==> src/rtl/spi_subperipheral_selector.sv <==
// Decodes the first SPI byte into a one-hot subperipheral enable and forwards the selected response.
// Optional watchdog on the SELECTED state is compiled in with `define SPI_SELECTOR_TIMEOUT_EN.
module spi_subperipheral_selector #(
  parameter int unsigned                        NUM_SUBPERIPHERALS = 4,
  parameter logic [8*NUM_SUBPERIPHERALS-1:0]    OPCODE_TABLE       = 32'h40_30_20_DB,
  parameter logic [7:0]                         UNMAPPED_RESPONSE  = 8'hFF,
  parameter int unsigned                        TIMEOUT_CYCLES     = 16
) (
  input  logic                            clock,
  input  logic                            reset_n,
  input  logic                            cs_n,
  input  logic [7:0]                      opcode,
  input  logic                            opcode_valid,
  input  logic                            operand_valid,
  output logic [NUM_SUBPERIPHERALS-1:0]   enable,
  input  logic [8*NUM_SUBPERIPHERALS-1:0] sub_data_in,
  input  logic [NUM_SUBPERIPHERALS-1:0]   sub_data_valid_in,
  output logic [7:0]                      byte_index,
  output logic [7:0]                      data_out,
  output logic                            data_out_valid,
  output logic                            timeout_error
);

  localparam int unsigned N = NUM_SUBPERIPHERALS;

  typedef enum logic [1:0] {
    S_IDLE     = 2'd0,
    S_DECODE   = 2'd1,
    S_SELECTED = 2'd2,
    S_UNMAPPED = 2'd3
  } state_e;

  state_e         state_q, state_d;
  logic [7:0]     opcode_q, opcode_d;
  logic [N-1:0]   enable_q, enable_d;
  logic [7:0]     data_q, data_d;
  logic           valid_q, valid_d;
  logic [7:0]     idx_q, idx_d;
  // Cleared by reset; a new transaction may only start after cs_n has been seen high.
  logic           armed_q, armed_d;

  logic [N-1:0]   match_oh_c;
  logic           match_c;
  logic [7:0]     sel_byte_c;
  logic           sel_vld_c;
  logic [7:0]     idx_inc_c;

`ifdef SPI_SELECTOR_TIMEOUT_EN
  localparam int unsigned TCNT_W = $clog2(TIMEOUT_CYCLES + 1);
  logic [TCNT_W-1:0] tcnt_q, tcnt_d;
  logic              terr_q, terr_d;
`else
  logic [31:0] unused_timeout_c;
  assign unused_timeout_c = 32'(TIMEOUT_CYCLES);
`endif

  // Lowest-index table entry matching the latched opcode.
  always_comb begin
    match_oh_c = '0;
    match_c    = 1'b0;
    for (int i = 0; i < int'(N); i++) begin
      if (!match_c && (OPCODE_TABLE[8*i +: 8] == opcode_q)) begin
        match_oh_c[i] = 1'b1;
        match_c       = 1'b1;
      end
    end
  end

  // Response of the currently enabled subperipheral; all others are ignored.
  always_comb begin
    sel_byte_c = 8'h00;
    sel_vld_c  = 1'b0;
    for (int i = 0; i < int'(N); i++) begin
      if (enable_q[i]) begin
        sel_byte_c = sub_data_in[8*i +: 8];
        sel_vld_c  = sub_data_valid_in[i];
      end
    end
  end

  assign idx_inc_c = (idx_q == 8'hFF) ? idx_q : idx_q + 8'd1;

  always_comb begin
    state_d  = state_q;
    opcode_d = opcode_q;
    enable_d = enable_q;
    data_d   = data_q;
    valid_d  = valid_q;
    idx_d    = idx_q;
    armed_d  = armed_q;
`ifdef SPI_SELECTOR_TIMEOUT_EN
    tcnt_d   = tcnt_q;
    terr_d   = terr_q;
`endif
    if (cs_n) begin
      state_d  = S_IDLE;
      enable_d = '0;
      valid_d  = 1'b0;
      idx_d    = 8'h00;
      armed_d  = 1'b1;
    end else begin
      case (state_q)
        S_IDLE: begin
          if (opcode_valid && armed_q) begin
            opcode_d = opcode;
            idx_d    = 8'h00;
            state_d  = S_DECODE;
          end
        end
        S_DECODE: begin
          if (match_c) begin
            state_d  = S_SELECTED;
            enable_d = match_oh_c;
`ifdef SPI_SELECTOR_TIMEOUT_EN
            tcnt_d   = '0;
`endif
          end else begin
            state_d = S_UNMAPPED;
            data_d  = UNMAPPED_RESPONSE;
            valid_d = 1'b1;
          end
        end
        S_SELECTED: begin
          if (operand_valid) idx_d = idx_inc_c;
          if (sel_vld_c) begin
            data_d  = sel_byte_c;
            valid_d = 1'b1;
          end
`ifdef SPI_SELECTOR_TIMEOUT_EN
          else if (!valid_q) begin
            if (tcnt_q == TCNT_W'(TIMEOUT_CYCLES - 1)) begin
              state_d  = S_UNMAPPED;
              enable_d = '0;
              data_d   = UNMAPPED_RESPONSE;
              valid_d  = 1'b1;
              terr_d   = 1'b1;
            end else begin
              tcnt_d = tcnt_q + TCNT_W'(1);
            end
          end
`endif
        end
        S_UNMAPPED: begin
          if (operand_valid) idx_d = idx_inc_c;
        end
        default: state_d = S_IDLE;
      endcase
    end
  end

  always_ff @(posedge clock or negedge reset_n) begin
    if (!reset_n) begin
      state_q  <= S_IDLE;
      opcode_q <= 8'h00;
      enable_q <= '0;
      data_q   <= 8'h00;
      valid_q  <= 1'b0;
      idx_q    <= 8'h00;
      armed_q  <= 1'b0;
`ifdef SPI_SELECTOR_TIMEOUT_EN
      tcnt_q   <= '0;
      terr_q   <= 1'b0;
`endif
    end else begin
      state_q  <= state_d;
      opcode_q <= opcode_d;
      enable_q <= enable_d;
      data_q   <= data_d;
      valid_q  <= valid_d;
      idx_q    <= idx_d;
      armed_q  <= armed_d;
`ifdef SPI_SELECTOR_TIMEOUT_EN
      tcnt_q   <= tcnt_d;
      terr_q   <= terr_d;
`endif
    end
  end

  assign enable         = enable_q;
  assign data_out       = data_q;
  assign data_out_valid = valid_q;
  assign byte_index     = idx_q;
`ifdef SPI_SELECTOR_TIMEOUT_EN
  assign timeout_error  = terr_q;
`else
  assign timeout_error  = 1'b0;
`endif

endmodule

==> config.mk <==
export PLATFORM = sky130hd
export DESIGN_NAME = spi_subperipheral_selector
export DESIGN_NICKNAME = d
export VERILOG_FILES = /design/src/rtl/spi_subperipheral_selector.sv
export SDC_FILE = /design/constraint.sdc
export NUM_CORES = 1
export LEC_CHECK = 0
export ABC_AREA = 1
export CELL_PAD_IN_SITES_DETAIL_PLACEMENT = 2
export CELL_PAD_IN_SITES_GLOBAL_PLACEMENT = 2
export CORE_UTILIZATION = 23
export DETAILED_ROUTE_END_ITERATION = 16
export PLACE_DENSITY = 0.78
export SLEW_MARGIN = 30
export SYNTH_ARGS = -nofsm -noshare
export SYNTH_HDL_FRONTEND = slang
export SYNTH_SLANG_ARGS = --single-unit
==> constraint.sdc <==
create_clock -name clock -period 1.9 [get_ports clock]
set_clock_uncertainty 0.05 [all_clocks]
set_input_delay 0.38 -clock clock [delete_from_list [all_inputs] [get_ports clock]]
set_output_delay 0.38 -clock clock [all_outputs]
set_load 0.02 [all_outputs]
==> results by group, run 1 <==
Final layout
  – Count of inserted antenna diode cells: 0
  – Fillcell total: 1009
  – Leading cell type in the layout, fill and taps excluded: sky130_fd_sc_hd__nand2_1
  – Final cell utilization of the core: 0.3592
  – Synthesis-to-finish area growth: 50.35%
  – Number of nets in the final layout: 416
  – Most frequent cells in the layout: 94 x sky130_fd_sc_hd__nand2_1, 67 x sky130_fd_sc_hd__clkdlybuf4s50_1, 40 x sky130_fd_sc_hd__nor2_1
  – Layout cell share with drive strength beyond 1: 0.1117
  – Fin area: 2967 µm²

CTS
  – Skew-Pair Late Insertion Delay: 0.29 ns
  – CTS Buffer Depth: 2
  – Post-cts hold buffer count: 0
  – Register clock-pin slew on the reported worst setup and hold paths: 0.07 ns
  – TritonCTS clock tree: built
  – Post-CTS Setup Repair Bufs: 0
  – Number of buffers inserted during clock tree synthesis: 5
  – Cell at the root of the clock tree: sky130_fd_sc_hd__clkbuf_8
  – Clk sinks: 32
  – Post-CTS Resized: 0
  – Deepest level of the CTS H-tree: 2

Floorplanning
  – Initial core utilization: 0.2389
  – Floorplan die height: 94.62 µm
  – Number of top-level pins: 71
  – Die width: 94.62 µm
  – Die outline area: 8953 µm²
  – Number of placement rows: 33
  – Core Box Area: 8258 µm²

Critical path
  – Reg-to-reg critical path endpoint: byte_index[4]
  – Crit path launch type: flop
  – Worst R2R Path Depth: 8
  – Critical path type: reg -> out
  – Origin of the critical flop-to-flop path: byte_index[1]
  – Count of buffer and inverter cells on the critical path: 1
  – Maximum fanout along the worst path: 5
  – Peak per-stage delay on the critical path: 0.64 ns
  – R2r setup slk: 0.21 ns
  – Data required, critical path: 1.47 ns
  – Top Family by Delay on Critical Path: buffers and inverters
  – Sequence of cells on the critical path: clkdlybuf4s50_1
  – Sort of element at the end of the critical path: primary output
  – Endpoint arrival time on the critical path: 1.37 ns
  – CP max-delay cell: sky130_fd_sc_hd__clkdlybuf4s50_1

Placement
  – Worst setup slack before clock tree synthesis: -0.04705 ns
  – Detailed-placement wirelength estimate: 5.321 mm
  – Total cell area at the placement stage: 2848 µm²
  – Last weighted congestion value of the routability-driven placer: 0.7990
  – Buffers added on ports: 69

Global routing
  – Number of antenna violations at the first check in global routing: 0
  – Global-route wire length before repair: 10.95 mm
  – Largest net degree at the start of global routing: 33
  – Tot GR Track Use: 0.1562
  – Vias in the first global route: 2337
  – Overflow after GRT: 0

Routing
  – Total number of vias: 2124
  – DR WL/cell: 13.82 µm
  – DRC violation count after routing: 0
  – Wire length reported by the detailed router: 6.523 mm
  – Antenna Nets Post-Route: 0
  – Initial drt markers: 42
  – First-pass DRT Iterations: 3
  – Detail-routed via count per cell: 4.500

STA
  – Min setup slack post-route: 0.09637 ns
  – Highest clock frequency the design can meet: 0.5544 GHz
  – Minimum clock period: 1.804 ns
  – Number of slew-limit violations in the final report: 0
  – RSZ-0062 raised after global routing: false
  – Hold Vio Cnt, Final: 0
  – Period utilisation layout: 0.9493
  – Worst hold slack: 0.4298 ns
  – Setup violations, final: 0

Pwr
  – Leakage: 0.001396 µW
  – Overall power of the completed layout: 2167 µW
  – VDD IR max: 0.0003582 V
  – Power per cell area: 730.4 nW/µm²

Min path
  – Worst Hold Depth: 2
  – End point of the worst hold path: data_out[5]
  – Worst hold path class: reg -> reg
  – HP Start: data_out[5]

Logic synthesis
  – Sequential share of the synthesized area: 0.4058
  – Synth Register Bits: 32
  – Area share of the largest cell type after synthesis: 0.4058
  – Top cell type by total area after synthesis: sky130_fd_sc_hd__dfrtp_1
  – Synth warnings: 0
  – Synth cell types: 28
  – Syn Std Cell Area: 1973 µm²
  – Number of nets produced by synthesis: 335
  – Dominant cells by area after synthesis: sky130_fd_sc_hd__dfrtp_1 41%, sky130_fd_sc_hd__nand2_1 18%, sky130_fd_sc_hd__nor2_1 7.8%
  – Number of cells produced by synthesis: 285
  – Syn Area/Cell: 6.923 µm²

Job
  – Number of violations of the max-capacitance limit: 0

Run status
  – Status: completed
Yosys cell counts:
master                     number
sky130_fd_sc_hd__nand4_1        8
sky130_fd_sc_hd__nand2_4        1
sky130_fd_sc_hd__nand2_2        3
sky130_fd_sc_hd__nand2_1       94
sky130_fd_sc_hd__nand4_4        1
sky130_fd_sc_hd__o21bai_1       2
sky130_fd_sc_hd__nor2_1        41
sky130_fd_sc_hd__o21ai_1        6
sky130_fd_sc_hd__nand3_4        1
sky130_fd_sc_hd__buf_4          2
sky130_fd_sc_hd__ha_1           1
sky130_fd_sc_hd__nor2_2         2
sky130_fd_sc_hd__nand4_2        1
sky130_fd_sc_hd__inv_4          1
sky130_fd_sc_hd__buf_2          4
sky130_fd_sc_hd__or2_2          1
sky130_fd_sc_hd__nor2_4         2
sky130_fd_sc_hd__or2_4          1
sky130_fd_sc_hd__o21ai_0        5
sky130_fd_sc_hd__inv_2          5
sky130_fd_sc_hd__nor3_1         2
sky130_fd_sc_hd__dfrtp_1       32
sky130_fd_sc_hd__inv_1         22
sky130_fd_sc_hd__conb_1         1
sky130_fd_sc_hd__a21oi_1       26
sky130_fd_sc_hd__nand3_1       16
sky130_fd_sc_hd__buf_6          2
sky130_fd_sc_hd__nor4_1         2
worst max-delay path by stage:
| stage | start | endpoint | slack, ns | cells past startpoint |
|---|---|---|---|---|
| after floorplan | byte_index[0] | byte_index[0] | 0.29 | 8 |
| after global placement | cs_n | byte_index[0] | 0.07 | 6 |
| after detailed placement | cs_n | byte_index[4] | -0.05 | 7 |
| after CTS | enable[3] | enable[3] | 0.03 | 1 |
| after global routing | byte_index[7] | byte_index[7] | 0.03 | 1 |
| final | byte_index[7] | byte_index[7] | 0.1 | 1 |
layout make-up:
class | count | area, µm² | area share
clock buffer | 5 | 68.82 | 0.02320
inverter | 28 | 107.6 | 0.03627
multi-input combinational | 217 | 1010 | 0.3404
tap | 105 | 131.4 | 0.04429
timing repair buffer | 82 | 805.8 | 0.2716
clock inverter | 3 | 42.54 | 0.01434
sequential | 32 | 800.8 | 0.2699
state kept, by name, indices dropped and copies added (netlist names):
signal,cells
armed_q,1
byte_index,8
data_out,8
data_out_valid,1
enable,4
opcode_q,8
state_q,2
through the flow:
step	setup TNS, ns	instances
after floorplan	0	285
after global placement	0	464
after detailed placement	-0.08964	464
after CTS	0	472
after global routing	0	472
final	0	472
cells by family after synthesis:
kind of cell / Yosys count / synth area share
buffers and inverters: 36 / 0.08370
adder cells (fa/ha/maj): 1 / 0.006340
AO/OA/AOI/OAI: 39 / 0.1015
flip-flops: 32 / 0.4058
AND/OR/NAND/NOR: 176 / 0.4008
other: 1 / 0.001901
where the power goes:
part | total [µW] | switching (µW) | internal (µW)
clock network | 657 | 269 | 388
registers | 870 | 78.5 | 792
logic | 640 | 334 | 306
per-layer routing:
| layer | part of all wire | track usage | up-vias |
|---|---|---|---|
| li1 | - | - | 1069 |
| met1 | 0.45 | 0.1885 | 1007 |
| met2 | 0.51 | 0.2860 | 42 |
| met3 | 0.036 | 0.02818 | 6 |
| met4 | 0.0097 | 0.03409 | 0 |
| met5 | 0 | 0 | - |
Note: power is estimated with default switching activity, not from simulation.
==> inputs of run 2 (changes only) <==
PLACE_DENSITY = 0.81   (was 0.78)
==> results by group, run 2 (synthesis gave the netlist of run 1 again) <==
Routing
  – Metal3 WL: 251 µm (was 238 µm)
  – First-pass DRT Iterations: 4 (was 3)
  – Routed metal-1 wire length: 2.839 mm (was 2.922 mm)
  – Total number of vias: 2174 (was 2124)
  – Initial drt markers: 44 (was 42)
  – Detail-routed via count per cell: 4.616 (was 4.500)
  – DR WL/cell: 14.27 µm (was 13.82 µm)
  – DRC violation count after routing: 0 (unchanged)
  – Max Used Layer: met4 (unchanged)
  – Wire length reported by the detailed router: 6.719 mm (was 6.523 mm)
  – WL met2: 3.552 mm (was 3.298 mm)
  – Antenna Nets Post-Route: 0 (unchanged)

Critical path
  – Crit path launch type: flop (unchanged)
  – Critical path type: reg -> out (unchanged)
  – Top Family by Delay on Critical Path: buffers and inverters (unchanged)
  – Peak per-stage delay on the critical path: 0.65 ns (was 0.64 ns)
  – Worst R2R Path Depth: 8 (unchanged)
  – Sort of element at the end of the critical path: primary output (unchanged)
  – CP max-delay cell: sky130_fd_sc_hd__clkdlybuf4s50_1 (unchanged)
  – Worst Setup SP: byte_index[2] (was byte_index[7])
  – Crit path to: byte_index[2] (was byte_index[7])
  – Maximum fanout along the worst path: 7 (was 5)
  – Reg-to-reg critical path endpoint: byte_index[4] (unchanged)
  – Origin of the critical flop-to-flop path: byte_index[1] (unchanged)
  – Logic depth of the worst path, buffers included: 1 (unchanged)
  – Data required, critical path: 1.47 ns (about the same)
  – R2r setup slk: 0.19 ns (was 0.21 ns)
  – Count of buffer and inverter cells on the critical path: 1 (unchanged)
  – Sequence of cells on the critical path: clkdlybuf4s50_1 (unchanged)
  – Endpoint arrival time on the critical path: 1.39 ns (was 1.37 ns)

CTS
  – Clk sinks: 32 (unchanged)
  – Post-cts hold buffer count: 0 (unchanged)
  – Post-CTS Resized: 0 (unchanged)
  – Post-CTS Setup Repair Bufs: 0 (unchanged)
  – TritonCTS clock tree: built (unchanged)
  – Register clock-pin slew on the reported worst setup and hold paths: 0.07 ns (about the same)
  – Cell at the root of the clock tree: sky130_fd_sc_hd__clkbuf_8 (unchanged)
  – Skew-Pair Late Insertion Delay: 0.28 ns (was 0.29 ns)
  – CTS Buffer Depth: 2 (unchanged)
  – Number of buffers inserted during clock tree synthesis: 5 (unchanged)
  – Deepest level of the CTS H-tree: 2 (unchanged)

STA
  – Period utilisation layout: 0.9600 (was 0.9493)
  – RSZ-0062 raised after global routing: false (unchanged)
  – Number of slew-limit violations in the final report: 0 (unchanged)
  – Setup violations, final: 0 (unchanged)
  – Highest clock frequency the design can meet: 0.5482 GHz (was 0.5544 GHz)
  – Hold Vio Cnt, Final: 0 (unchanged)
  – Minimum clock period: 1.824 ns (was 1.804 ns)
  – Min setup slack post-route: 0.07596 ns (was 0.09637 ns)
  – Worst hold slack: 0.4220 ns (was 0.4298 ns)

Global routing
  – Global-route wire length before repair: 11.01 mm (was 10.95 mm)
  – Tot GR Track Use: 0.1599 (was 0.1562)
  – Overflow after GRT: 0 (unchanged)
  – Number of antenna violations at the first check in global routing: 0 (unchanged)
  – Largest net degree at the start of global routing: 33 (unchanged)
  – Vias in the first global route: 2342 (was 2337)

Min path
  – Worst hold path class: reg -> reg (unchanged)

Placement
  – Last weighted congestion value of the routability-driven placer: 0.7335 (was 0.7990)
  – Detailed-placement wirelength estimate: 5.380 mm (was 5.321 mm)
  – Buffers added on ports: 69 (unchanged)
  – Total cell area at the placement stage: 2840 µm² (was 2848 µm²)
  – Worst setup slack before clock tree synthesis: -0.02945 ns (was -0.04705 ns)
  – Total instance count after detailed placement: 463 (was 464)

Floorplanning
  – Number of placement rows: 33 (unchanged)
  – Floorplan die height: 94.62 µm (unchanged)
  – Core Box Area: 8258 µm² (unchanged)
  – Number of top-level pins: 71 (unchanged)
  – Die outline area: 8953 µm² (unchanged)
  – Initial core utilization: 0.2389 (unchanged)
  – Die width: 94.62 µm (unchanged)

Final layout
  – Count of inserted antenna diode cells: 0 (unchanged)
  – Synthesis-to-finish area growth: 49.40% (was 50.35%)
  – Post-layout instance count excluding filler cells: 471 (was 472)
  – Number of nets in the final layout: 415 (was 416)
  – Leading cell type in the layout, fill and taps excluded: sky130_fd_sc_hd__nand2_1 (unchanged)
  – Layout cell share with drive strength beyond 1: 0.1038 (was 0.1117)
  – Fin area: 2948 µm² (was 2967 µm²)
  – Final cell utilization of the core: 0.3570 (was 0.3592)
  – Most frequent cells in the layout: 94 x sky130_fd_sc_hd__nand2_1, 69 x sky130_fd_sc_hd__clkdlybuf4s50_1, 41 x sky130_fd_sc_hd__nor2_1 (was 94 x sky130_fd_sc_hd__nand2_1, 67 x sky130_fd_sc_hd__clkdlybuf4s50_1, 40 x sky130_fd_sc_hd__nor2_1)

Run status
  – Status: completed (unchanged)

Pwr
  – Leakage: 0.001356 µW (was 0.001396 µW)
  – VDD IR max: 0.0003881 V (was 0.0003582 V)
  – Power per cell area: 734.0 nW/µm² (was 730.4 nW/µm²)

Job
  – Number of violations of the max-capacitance limit: 0 (unchanged)
## run 2: power breakdown
group          leakage (µW)  switching (µW)  internal (µW)
clock             0.0000552             263            389
sequential         0.000389            80.4            792
combinational      0.000911             337            302
total               0.00136             680           1480
## run 2: how the worst min path moves through the flow
stage / from / to / slack (ns) / cells past startpoint
CTS: data_out[3] / data_out[3] / 0.43 / 2
floorplan: reset_n / armed_q / 0.03 / 0
global route: data_out[4] / data_out[4] / 0.46 / 2
detailed placement: data_out[3] / data_out[3] / 0.42 / 2
global placement: data_out[3] / data_out[3] / 0.41 / 2
finish: data_out[3] / data_out[3] / 0.42 / 2
## run 2: cell type report
class | count | area (µm²)
Tap cell | 105 | 131.4
Fill cell | 991 | 5310
Timing Repair Buffer | 81 | 793.3
Clock buffer | 6 | 72.57
Clock inverter | 2 | 35.03
Sequential cell | 32 | 800.8
Multi-Input combinational cell | 217 | 1007
Inverter | 28 | 107.6
## run 2: stage by stage
step | total power [µW] | setup TNS (ns)
floorplan | 1186 | 0
global placement | 1501 | 0
detailed placement | 1534 | -0.05332
CTS | 2205 | 0
global route | 2298 | 0
finish | 2164 | 0
## run 2: metal layers
layer / up-vias / global-route usage
li1: 1067 / -
met1: 1058 / 0.1906
met2: 44 / 0.2938
met3: 5 / 0.02657
met4: 0 / 0.04293
met5: - / 0
## run 2: worst register-to-register path, stage by stage (launching register included)
cell and delay [ns]:
sky130_fd_sc_hd__dfrtp_1 0.42, sky130_fd_sc_hd__ha_1 0.24, sky130_fd_sc_hd__nand3_1 0.10, sky130_fd_sc_hd__nor2_1 0.22
sky130_fd_sc_hd__nand4_1 0.21, sky130_fd_sc_hd__nand2_1 0.16, sky130_fd_sc_hd__nor2_4 0.06, sky130_fd_sc_hd__nand2_1 0.06
sky130_fd_sc_hd__o21ai_1 0.07
